## src/rtl/vga_sync_decoder.sv

```systemverilog
// Receive-side VGA raster decoder: locks to HSYNC/VSYNC rise positions, recovers pixel
// coordinates, streams active pixels and produces a per-frame 16-bit rgb checksum.
module vga_sync_decoder #(
   parameter int H_ACTIVE = 640,
   parameter int H_FP     = 16,
   parameter int H_SYNC   = 96,
   parameter int H_BP     = 48,
   parameter int V_ACTIVE = 480,
   parameter int V_FP     = 10,
   parameter int V_SYNC   = 2,
   parameter int V_BP     = 33
) (
   input  logic        i_clk,
   input  logic        i_rst,
   input  logic        i_pix_stb,
   input  logic        i_hsync,
   input  logic        i_vsync,
   input  logic [3:0]  i_red,
   input  logic [3:0]  i_green,
   input  logic [3:0]  i_blue,
   output logic [9:0]  o_x,
   output logic [9:0]  o_y,
   output logic [11:0] o_rgb,
   output logic        o_valid,
   output logic        o_locked,
   output logic        o_sync_err,
   output logic        o_frame_done,
   output logic [15:0] o_frame_sum,
   output logic [7:0]  o_frame_cnt
);

   localparam logic [9:0] H_LAST  = 10'(H_ACTIVE + H_FP + H_SYNC + H_BP - 1);
   localparam logic [9:0] V_LAST  = 10'(V_ACTIVE + V_FP + V_SYNC + V_BP - 1);
   localparam logic [9:0] H_RISE  = 10'(H_ACTIVE + H_FP + H_SYNC);
   localparam logic [9:0] V_RISE  = 10'(V_ACTIVE + V_FP + V_SYNC);
   localparam logic [9:0] H_VIS   = 10'(H_ACTIVE);
   localparam logic [9:0] V_VIS   = 10'(V_ACTIVE);

   localparam logic [1:0] ST_SEARCH = 2'd0;
   localparam logic [1:0] ST_CHECK  = 2'd1;
   localparam logic [1:0] ST_LOCKED = 2'd2;

   logic [1:0]  state_r;
   logic [9:0]  h_r;
   logic [9:0]  v_r;
   logic        hs_prev_r;
   logic        vs_prev_r;
   logic        bad_r;
   logic [15:0] acc_r;

   logic        hs_rise_s;
   logic        vs_rise_s;
   logic        h_ok_s;
   logic        vh_ok_s;
   logic        hs_bad_s;
   logic        lock_err_s;
   logic        pix_s;
   logic [11:0] rgb_s;
   logic [15:0] sum_add_s;
   logic [9:0]  cur_h_s;
   logic [9:0]  cur_v_s;
   logic [9:0]  h_nx_s;
   logic [9:0]  v_nx_s;
   logic [1:0]  state_nx_s;
   logic        bad_nx_s;

   // Edge detection, realignment of the current sample's coordinate and next-state logic.
   always_comb begin
      hs_rise_s  = i_hsync & ~hs_prev_r;
      vs_rise_s  = i_vsync & ~vs_prev_r;
      h_ok_s     = (h_r == H_RISE);
      vh_ok_s    = (v_r == V_RISE) && (h_r == 10'd0);
      hs_bad_s   = hs_rise_s && !h_ok_s;
      lock_err_s = (state_r == ST_LOCKED) &&
                   ((hs_rise_s && !h_ok_s) || (vs_rise_s && !vh_ok_s));
      cur_h_s    = h_r;
      cur_v_s    = v_r;
      state_nx_s = state_r;
      bad_nx_s   = bad_r;
      case (state_r)
         ST_SEARCH: begin
            if (vs_rise_s) begin
               cur_h_s    = 10'd0;
               cur_v_s    = V_RISE;
               bad_nx_s   = 1'b0;
               state_nx_s = ST_CHECK;
            end else if (hs_rise_s) begin
               cur_h_s = H_RISE;
            end else begin
               cur_h_s = h_r;
            end
         end
         ST_CHECK: begin
            if (hs_bad_s) begin
               cur_h_s = H_RISE;
            end else begin
               cur_h_s = h_r;
            end
            // A misplaced hsync in the same sample as the vsync rise still blocks lock.
            if (vs_rise_s) begin
               bad_nx_s = 1'b0;
               if (!bad_r && !hs_bad_s && vh_ok_s) begin
                  state_nx_s = ST_LOCKED;
               end else begin
                  cur_h_s = 10'd0;
                  cur_v_s = V_RISE;
               end
            end else if (hs_bad_s) begin
               bad_nx_s = 1'b1;
            end else begin
               bad_nx_s = bad_r;
            end
         end
         ST_LOCKED: begin
            if (lock_err_s) begin
               state_nx_s = ST_SEARCH;
            end else begin
               state_nx_s = ST_LOCKED;
            end
         end
         default: begin
            state_nx_s = ST_SEARCH;
         end
      endcase

      if (cur_h_s == H_LAST) begin
         h_nx_s = 10'd0;
         if (cur_v_s == V_LAST) begin
            v_nx_s = 10'd0;
         end else begin
            v_nx_s = cur_v_s + 10'd1;
         end
      end else begin
         h_nx_s = cur_h_s + 10'd1;
         v_nx_s = cur_v_s;
      end

      rgb_s = {i_red, i_green, i_blue};
      pix_s = (state_r == ST_LOCKED) && !lock_err_s && (h_r < H_VIS) && (v_r < V_VIS);
      if (pix_s) begin
         sum_add_s = acc_r + {4'd0, rgb_s};
      end else begin
         sum_add_s = acc_r;
      end
   end

   // Raster tracking state, pixel output registers and frame checksum.
   always_ff @(posedge i_clk) begin
      if (!i_rst) begin
         state_r      <= ST_SEARCH;
         h_r          <= 10'd0;
         v_r          <= 10'd0;
         hs_prev_r    <= 1'b0;
         vs_prev_r    <= 1'b0;
         bad_r        <= 1'b0;
         acc_r        <= 16'd0;
         o_x          <= 10'd0;
         o_y          <= 10'd0;
         o_rgb        <= 12'd0;
         o_valid      <= 1'b0;
         o_locked     <= 1'b0;
         o_sync_err   <= 1'b0;
         o_frame_done <= 1'b0;
         o_frame_sum  <= 16'd0;
         o_frame_cnt  <= 8'd0;
      end else begin
         o_valid      <= 1'b0;
         o_sync_err   <= 1'b0;
         o_frame_done <= 1'b0;
         if (i_pix_stb) begin
            state_r   <= state_nx_s;
            h_r       <= h_nx_s;
            v_r       <= v_nx_s;
            bad_r     <= bad_nx_s;
            hs_prev_r <= i_hsync;
            vs_prev_r <= i_vsync;
            o_locked  <= (state_nx_s == ST_LOCKED);
            o_sync_err <= lock_err_s;
            if (pix_s) begin
               o_x     <= h_r;
               o_y     <= v_r;
               o_rgb   <= rgb_s;
               o_valid <= 1'b1;
            end
            if (vs_rise_s) begin
               acc_r <= 16'd0;
               if ((state_r == ST_LOCKED) && !lock_err_s) begin
                  o_frame_sum  <= sum_add_s;
                  o_frame_done <= 1'b1;
                  o_frame_cnt  <= o_frame_cnt + 8'd1;
               end
            end else begin
               acc_r <= sum_add_s;
            end
         end
      end
   end

endmodule
```

## config.mk

```make
export PLATFORM = sky130hd
export DESIGN_NAME = vga_sync_decoder
export DESIGN_NICKNAME = d
export VERILOG_FILES = /design/src/rtl/vga_sync_decoder.sv
export SDC_FILE = /design/constraint.sdc
export NUM_CORES = 1
export LEC_CHECK = 0
export BUFFER_PORTS_ARGS = -buffer_cell sky130_fd_sc_hd__buf_2
export CORE_UTILIZATION = 57
export CTS_CLUSTER_SIZE = 20
export DETAILED_ROUTE_END_ITERATION = 8
export GPL_TIMING_DRIVEN = 0
export PLACE_DENSITY = 0.8
export SLEW_MARGIN = 20
export SYNTH_ARGS = -nofsm -noshare
export SYNTH_HDL_FRONTEND = slang
export SYNTH_SLANG_ARGS = --single-unit
```

## constraint.sdc

```tcl
create_clock -name i_clk -period 5.5 [get_ports i_clk]
set_clock_uncertainty 0.2 [all_clocks]
set_input_delay 0.275 -clock i_clk [delete_from_list [all_inputs] [get_ports i_clk]]
set_output_delay 0.275 -clock i_clk [all_outputs]
set_load 0.05 [all_outputs]
```

**After elaboration in Yosys (flattened, before gate mapping)**

Cells that the tools add are included.

- Flip-flop bits (word level): 101
- Input port bits: 17
- Output and inout port bits: 60
- Logic and storage cells: 84

- Add/subtract/negate cells: 4
- Order comparisons: 2
- Equal/unequal tests: 9
- Muxes and demuxes: 26
- Bitwise operators: 4
- Reductions and logical operators: 23

Operator list:

| cell | count |
|---|---|
| 10-bit two-way mux | 11 |
| 10-bit one-hot mux with 2 select lines | 2 |
| 16-bit two-way mux | 2 |
| 10-bit equality test, second input constant | 3 |
| 10-bit by 1-bit adder with 10-bit output, second input constant | 2 |
| 16-bit by 12-bit adder with 16-bit output | 1 |
| 10-bit by 9-bit equality test with 1-bit output, second input constant | 1 |
| 10-bit zero test | 1 |
| 10-bit < comparator, second input constant | 1 |
| 10-bit by 9-bit < comparator with 1-bit output, second input constant | 1 |
| 1-bit logical AND | 9 |
| 8-bit by 1-bit adder with 8-bit output, second input constant | 1 |
| 2-bit two-way mux | 4 |
| 2-bit one-hot mux with 3 select lines | 1 |
| 3-bit AND reduction | 2 |
| 1-bit zero test | 5 |
| 1-bit two-way mux | 5 |
| 2-bit equality test, second input constant | 2 |
| 2-bit AND reduction | 2 |
| 4-bit AND reduction | 1 |
| 3-bit != test, second input constant | 1 |
| 1-bit AND | 2 |
| 2-bit by 1-bit equality test with 1-bit output, second input constant | 1 |
| 2-bit zero test | 1 |
| other kinds (5) | 6 |

**Longest topological paths before layout**

- Depth after elaboration: 12
- Mapped depth: 14
- Gate-level depth less buffers: 12

**Least setup slack after synthesis**

Ideal clock, no wire load.

- Path kind: flip-flop to flip-flop
- Start point: register h_r[0]
- End point: register v_r[4]
- Setup time: 0.058 ns
- Data arrival time: 4.279 ns
- Slack: 0.963 ns
- Stages on the path, launching flop included: 14
- Clock period less this slack: 4.537 ns
- Path through: dfxtp_1 -> or4_1 -> buf_2 -> or4_4 -> a2111o_1 -> nand2_1 -> and3_1 -> ha_1 -> nand4_1 -> nor4_1 -> nand2_1 -> or4b_2 -> a21oi_1 -> o21a_1

- Cells in the longest elaborated chain, start to end: 12
- Elaborated cells between the ends (all ways): 22

RTL lines:

| item | line | text |
|---|---|---|
| start: declaration | 44 | `logic [9:0] h_r;` |
| start signal: assignment | 172 | `h_r <= h_nx_s;` |
| 10-bit equality test | 71 | `h_ok_s = (h_r == H_RISE);` |
| 1-bit zero test | 73 | `hs_bad_s = hs_rise_s && !h_ok_s;` |
| 1-bit logical AND | 73 |  |
| 1-bit zero test | 102 | `if (!bad_r && !hs_bad_s && vh_ok_s) begin` |
| 1-bit logical AND (2 in series) | 102 |  |
| 10-bit two-way mux | 102 |  |
| 10-bit two-way mux | 100 | `if (vs_rise_s) begin` |
| 10-bit one-hot mux with 2 select lines | 80 | `case (state_r)` |
| 10-bit by 1-bit adder with 10-bit output or 10-bit equality test (tied branches) | 131, 128 |  |
| 10-bit two-way mux | 128 | `if (cur_v_s == V_LAST) begin` |
| 10-bit two-way mux (*) | 126 | `if (cur_h_s == H_LAST) begin` |
| end signal: assignment | 173 | `v_r <= v_nx_s;` |
| end: declaration | 45 | `logic [9:0] v_r;` |

Mark *: on every way between the ends. The rest lies on a longest branch, timed or not.
A chain may end at the register's enable or synchronous reset.

**Worst setup path in the final report**

Same ends and word-level chain as after synthesis.

==> reports/summary.txt <==
relative slew slack = 0.337
Critical Path, Cell by Cell = or4_1 > buf_2 > or4_4 > a2111o_1 > nand2_1 > and3_1 > ha_1 > nand4_1 > nor4_2 > nand2_1 > or4b_2 > a21oi_1 > o21a_1
drt wl/cell = 19.0 microns
CTS tree = built
nets = 732
# Max-Cap Violations = 0
Adder-Cell Fraction of Synth Area = 0.0402
Pins Over Slew Limit = 0
RePlAce Congestion = 0.938
die area = 0.00945 sq mm
largest family of logic cells by synthesized area = simple AND/OR/NAND/NOR gates
Fmax = 0.194 GHz
Crit path top cell by count = nand2_1
Reg clk slew, reported paths = 0.10 ns
CORE AREA = 0.00876 sq mm
RSZ-0062 raised after global routing = no
outcome = finished clean
Synth Cell Area = 0.00516 sq mm
Slowest-stage cell, CP = or4b_2
Post-Route WL = 15.4 mm
first-pass GRT wire length = 24.6 mm
Compound-Gate Fraction of Synth Area = 0.209
Final min period = 5.16 ns
DR DRC count = 0
Finished Core Util = 0.686
synthesis-stage register bit count = 101
delay-heaviest family, CP = simple AND/OR/NAND/NOR gates
root buf cell = clkbuf_8
Synth Net Count = 633
storage element area = 0.00202 sq mm
1st-pass router iterations = 5
Mapped Avg Cell Area = 8.61 sq um
CP Max Fanout = 10
Final setup viols = 0
Final HPWL DP = 11.1 mm
multiplexer area fraction after synthesis = 0.0756
total global routing track utilization = 0.324
Die Y = 97.2 microns
fraction of layout cells with a size suffix above 1 = 0.159
largest net degree at the start of global routing = 20
YS warnings = 0
CTS Buf Count = 9
critical path startpoint category = flop
Final TNS setup = 0 ns
EDFF count, synth = 0
VDD IR max = 0.146 mV
Worst path max stage delay = 0.65 ns
Tcrit/Tclk final = 0.938
Seq/Total Area, Yosys = 0.391
Skew-Pair Late Insertion Delay = 0.38 ns
post-synthesis simple-gate area fraction = 0.224
Cells after Synth = 600
Die X = 97.2 microns
WP data arrival = 5.29 ns
Buffers on Ports = 75
leakage power = 2.43 nW
final hold vios = 0
CP required = 5.62 ns
H-tree depth = 3
grt ovf = 0
power per cell area = 223 mW/mm^2
antenna violations before repair = 0
Layout Area Growth over Synthesis = 16.4%
worst slew pin tran = 0.992 ns
Synth Flop Type = dfxtp_1
total clock sinks = 101
drt via density = 6.44
vias after detailed routing = 5232
initial core utilization = 0.589
R2R Setup Slk = 0.34 ns
critical path buffer and inverter count = 1
initial drt markers = 359
ANT cells = 0
Post-DRT Antenna Nets = 0
Boundary Pins = 77
asr flop ratio synth = 0
CTS Buffer Depth = 2
# fillers = 714
vias in the first global route = 5039
HP Class = input port to flop
Worst Setup End Kind = flop
Core Rows = 34
critical path class = flop to flop
Netlist cell types = 66
Synth Area in XOR/XNOR = 0.0237
multi-input logic area = 0.00298 sq mm
==> cell usage in the layout, fill, tap and decap left out, types with 4 or more instances in the layout <==
| cell type | instances |
|---|---|
| and2_1 | 7 |
| nand4_1 | 12 |
| a21oi_1 | 31 |
| a32oi_1 | 6 |
| nand2_1 | 47 |
| xnor2_1 | 8 |
| o21bai_1 | 4 |
| nor2b_1 | 5 |
| a21o_1 | 6 |
| a31oi_1 | 9 |
| nor2_1 | 68 |
| and3_1 | 12 |
| a22oi_1 | 6 |
| nor3_1 | 7 |
| nor4_1 | 11 |
| o21ai_0 | 34 |
| xor2_1 | 6 |
| dlygate4sd3_1 | 13 |
| o31ai_1 | 6 |
| or2_2 | 4 |
| buf_2 | 80 |
| or3_1 | 8 |
| o21a_1 | 6 |
| clkbuf_1 | 28 |
| nand2b_1 | 9 |
| or4_1 | 7 |
| a211oi_1 | 4 |
| clkbuf_8 | 9 |
| mux2i_1 | 39 |
| inv_1 | 11 |
| a311o_1 | 4 |
| o211ai_1 | 6 |
| dfxtp_1 | 101 |
| ha_1 | 15 |
| nand3_1 | 14 |
==> synth_stat cells, drive strengths merged (4+ instances only) <==
master  number  area (sq um)
dfxtp      101          2020
nor2        68           255
nand2       47           176
mux2i       39           390
o21ai       35           175
a21oi       32           171
clkbuf      28           105
ha          15           188
nand3       14          70.1
nor4        13          81.3
and3        12          75.1
nand4       12          75.1
inv         11          41.3
a31oi        9          56.3
nand2b       9          56.3
or3          8          50.1
or4          8          63.8
xnor2        8          70.1
and2         7          43.8
nor3         7          35.0
a21o         6          45.0
a22oi        6          45.0
a32oi        6          52.6
buf          6          36.3
o211ai       6          45.0
o21a         6          45.0
o31ai        6          45.0
xor2         6          52.6
a211oi       5          42.5
nor2b        5          31.3
a311o        4          40.0
o21bai       4          30.0
or2          4          25.0
==> path summary, 6_finish.rpt <==
path | startpoint | endpoint | cells past startpoint
setup / recovery | h_r[0]$_SDFFE_PN0P_ | v_r[4]$_SDFFE_PN0P_ | 13
hold / removal | i_vsync | vs_prev_r$_SDFFE_PN0P_ | 3
setup reg to reg | h_r[0]$_SDFFE_PN0P_ | v_r[4]$_SDFFE_PN0P_ | 13
hold reg to reg | o_y[9]$_SDFFE_PN0P_ | o_y[9]$_SDFFE_PN0P_ | 2
==> per-layer routing <==
layer / up-vias / GRT usage / share of wire / wire, microns
li1: 2429 / - / - / -
met1: 2499 / 0.400 / 0.41 / 6310
met2: 251 / 0.534 / 0.49 / 7470
met3: 53 / 0.0633 / 0.069 / 1060
met4: 0 / 0.170 / 0.035 / 544
met5: - / 0 / 0 / 0
==> layout make-up <==
type | instances | share of cell area
clock buffer | 9 | 0.0206
sequential | 101 | 0.336
clock inverter | 7 | 0.0106
buffer | 34 | 0.0235
timing repair buffer | 88 | 0.0841
inverter | 12 | 0.00749
tap | 108 | 0.0225
multi-input combinational | 453 | 0.495
==> where the power goes <==
group / switching (mW) / internal (mW)
registers: 0.0154 / 0.740
clock network: 0.290 / 0.177
logic: 0.0794 / 0.0424
==> worst register-to-register path: cells and delay by family, from the launching register on <==
kind | cells | cell delay (ns)
DFF | 1 | 0.41
AOI/OAI and AO/OA | 3 | 0.88
and+or+nand+nor | 8 | 3.25
buffers and inverters | 1 | 0.17
adders and majority gates | 1 | 0.20
==> flip-flops by register name, summed over array words and instances, names as in the netlist <==
signal / count
acc_r: 16
o_frame_sum: 16
o_rgb: 12
h_r: 10
o_x: 10
o_y: 10
v_r: 10
o_frame_cnt: 8
state_r: 2
bad_r: 1
hs_prev_r: 1
o_frame_done: 1
o_locked: 1
o_sync_err: 1
o_valid: 1
vs_prev_r: 1
==> through the flow <==
step | power [mW] | std cells | setup WS, ns | instance area [sq um] | hold WS, ns
2_1_floorplan | 0.840 | 600 | 0.963 | 5160 | 0.222
3_3_place_gp | 0.879 | 783 | 0.279 | 5680 | 0.231
3_5_place_dp | 0.881 | 783 | 0.224 | 5680 | 0.239
4_1_cts | 1.34 | 812 | 0.178 | 5990 | 0.00985
5_1_grt | 1.38 | 812 | 0.0741 | 6010 | 0.0374
6_report | 1.34 | 812 | 0.339 | 6010 | 0.0150
==> timing repair <==
action | 4_1_cts | 5_1_grt
setup buffers | 0 | 0
hold buffers | 13 | 0
hold endpoints to repair | 13 | 0
setup endpoints to repair | 0 | 1
resized for setup | 0 | 1
==> cells by family after synthesis <==
| kind of cell | count (synthesis) |
|---|---|
| flops | 101 |
| simple gates | 227 |
| buf+inv | 46 |
| fa+ha+maj | 16 |
| xor+xnor | 14 |
| mux | 39 |
| compound gates | 157 |
Power figures use the tool's default switching activity.
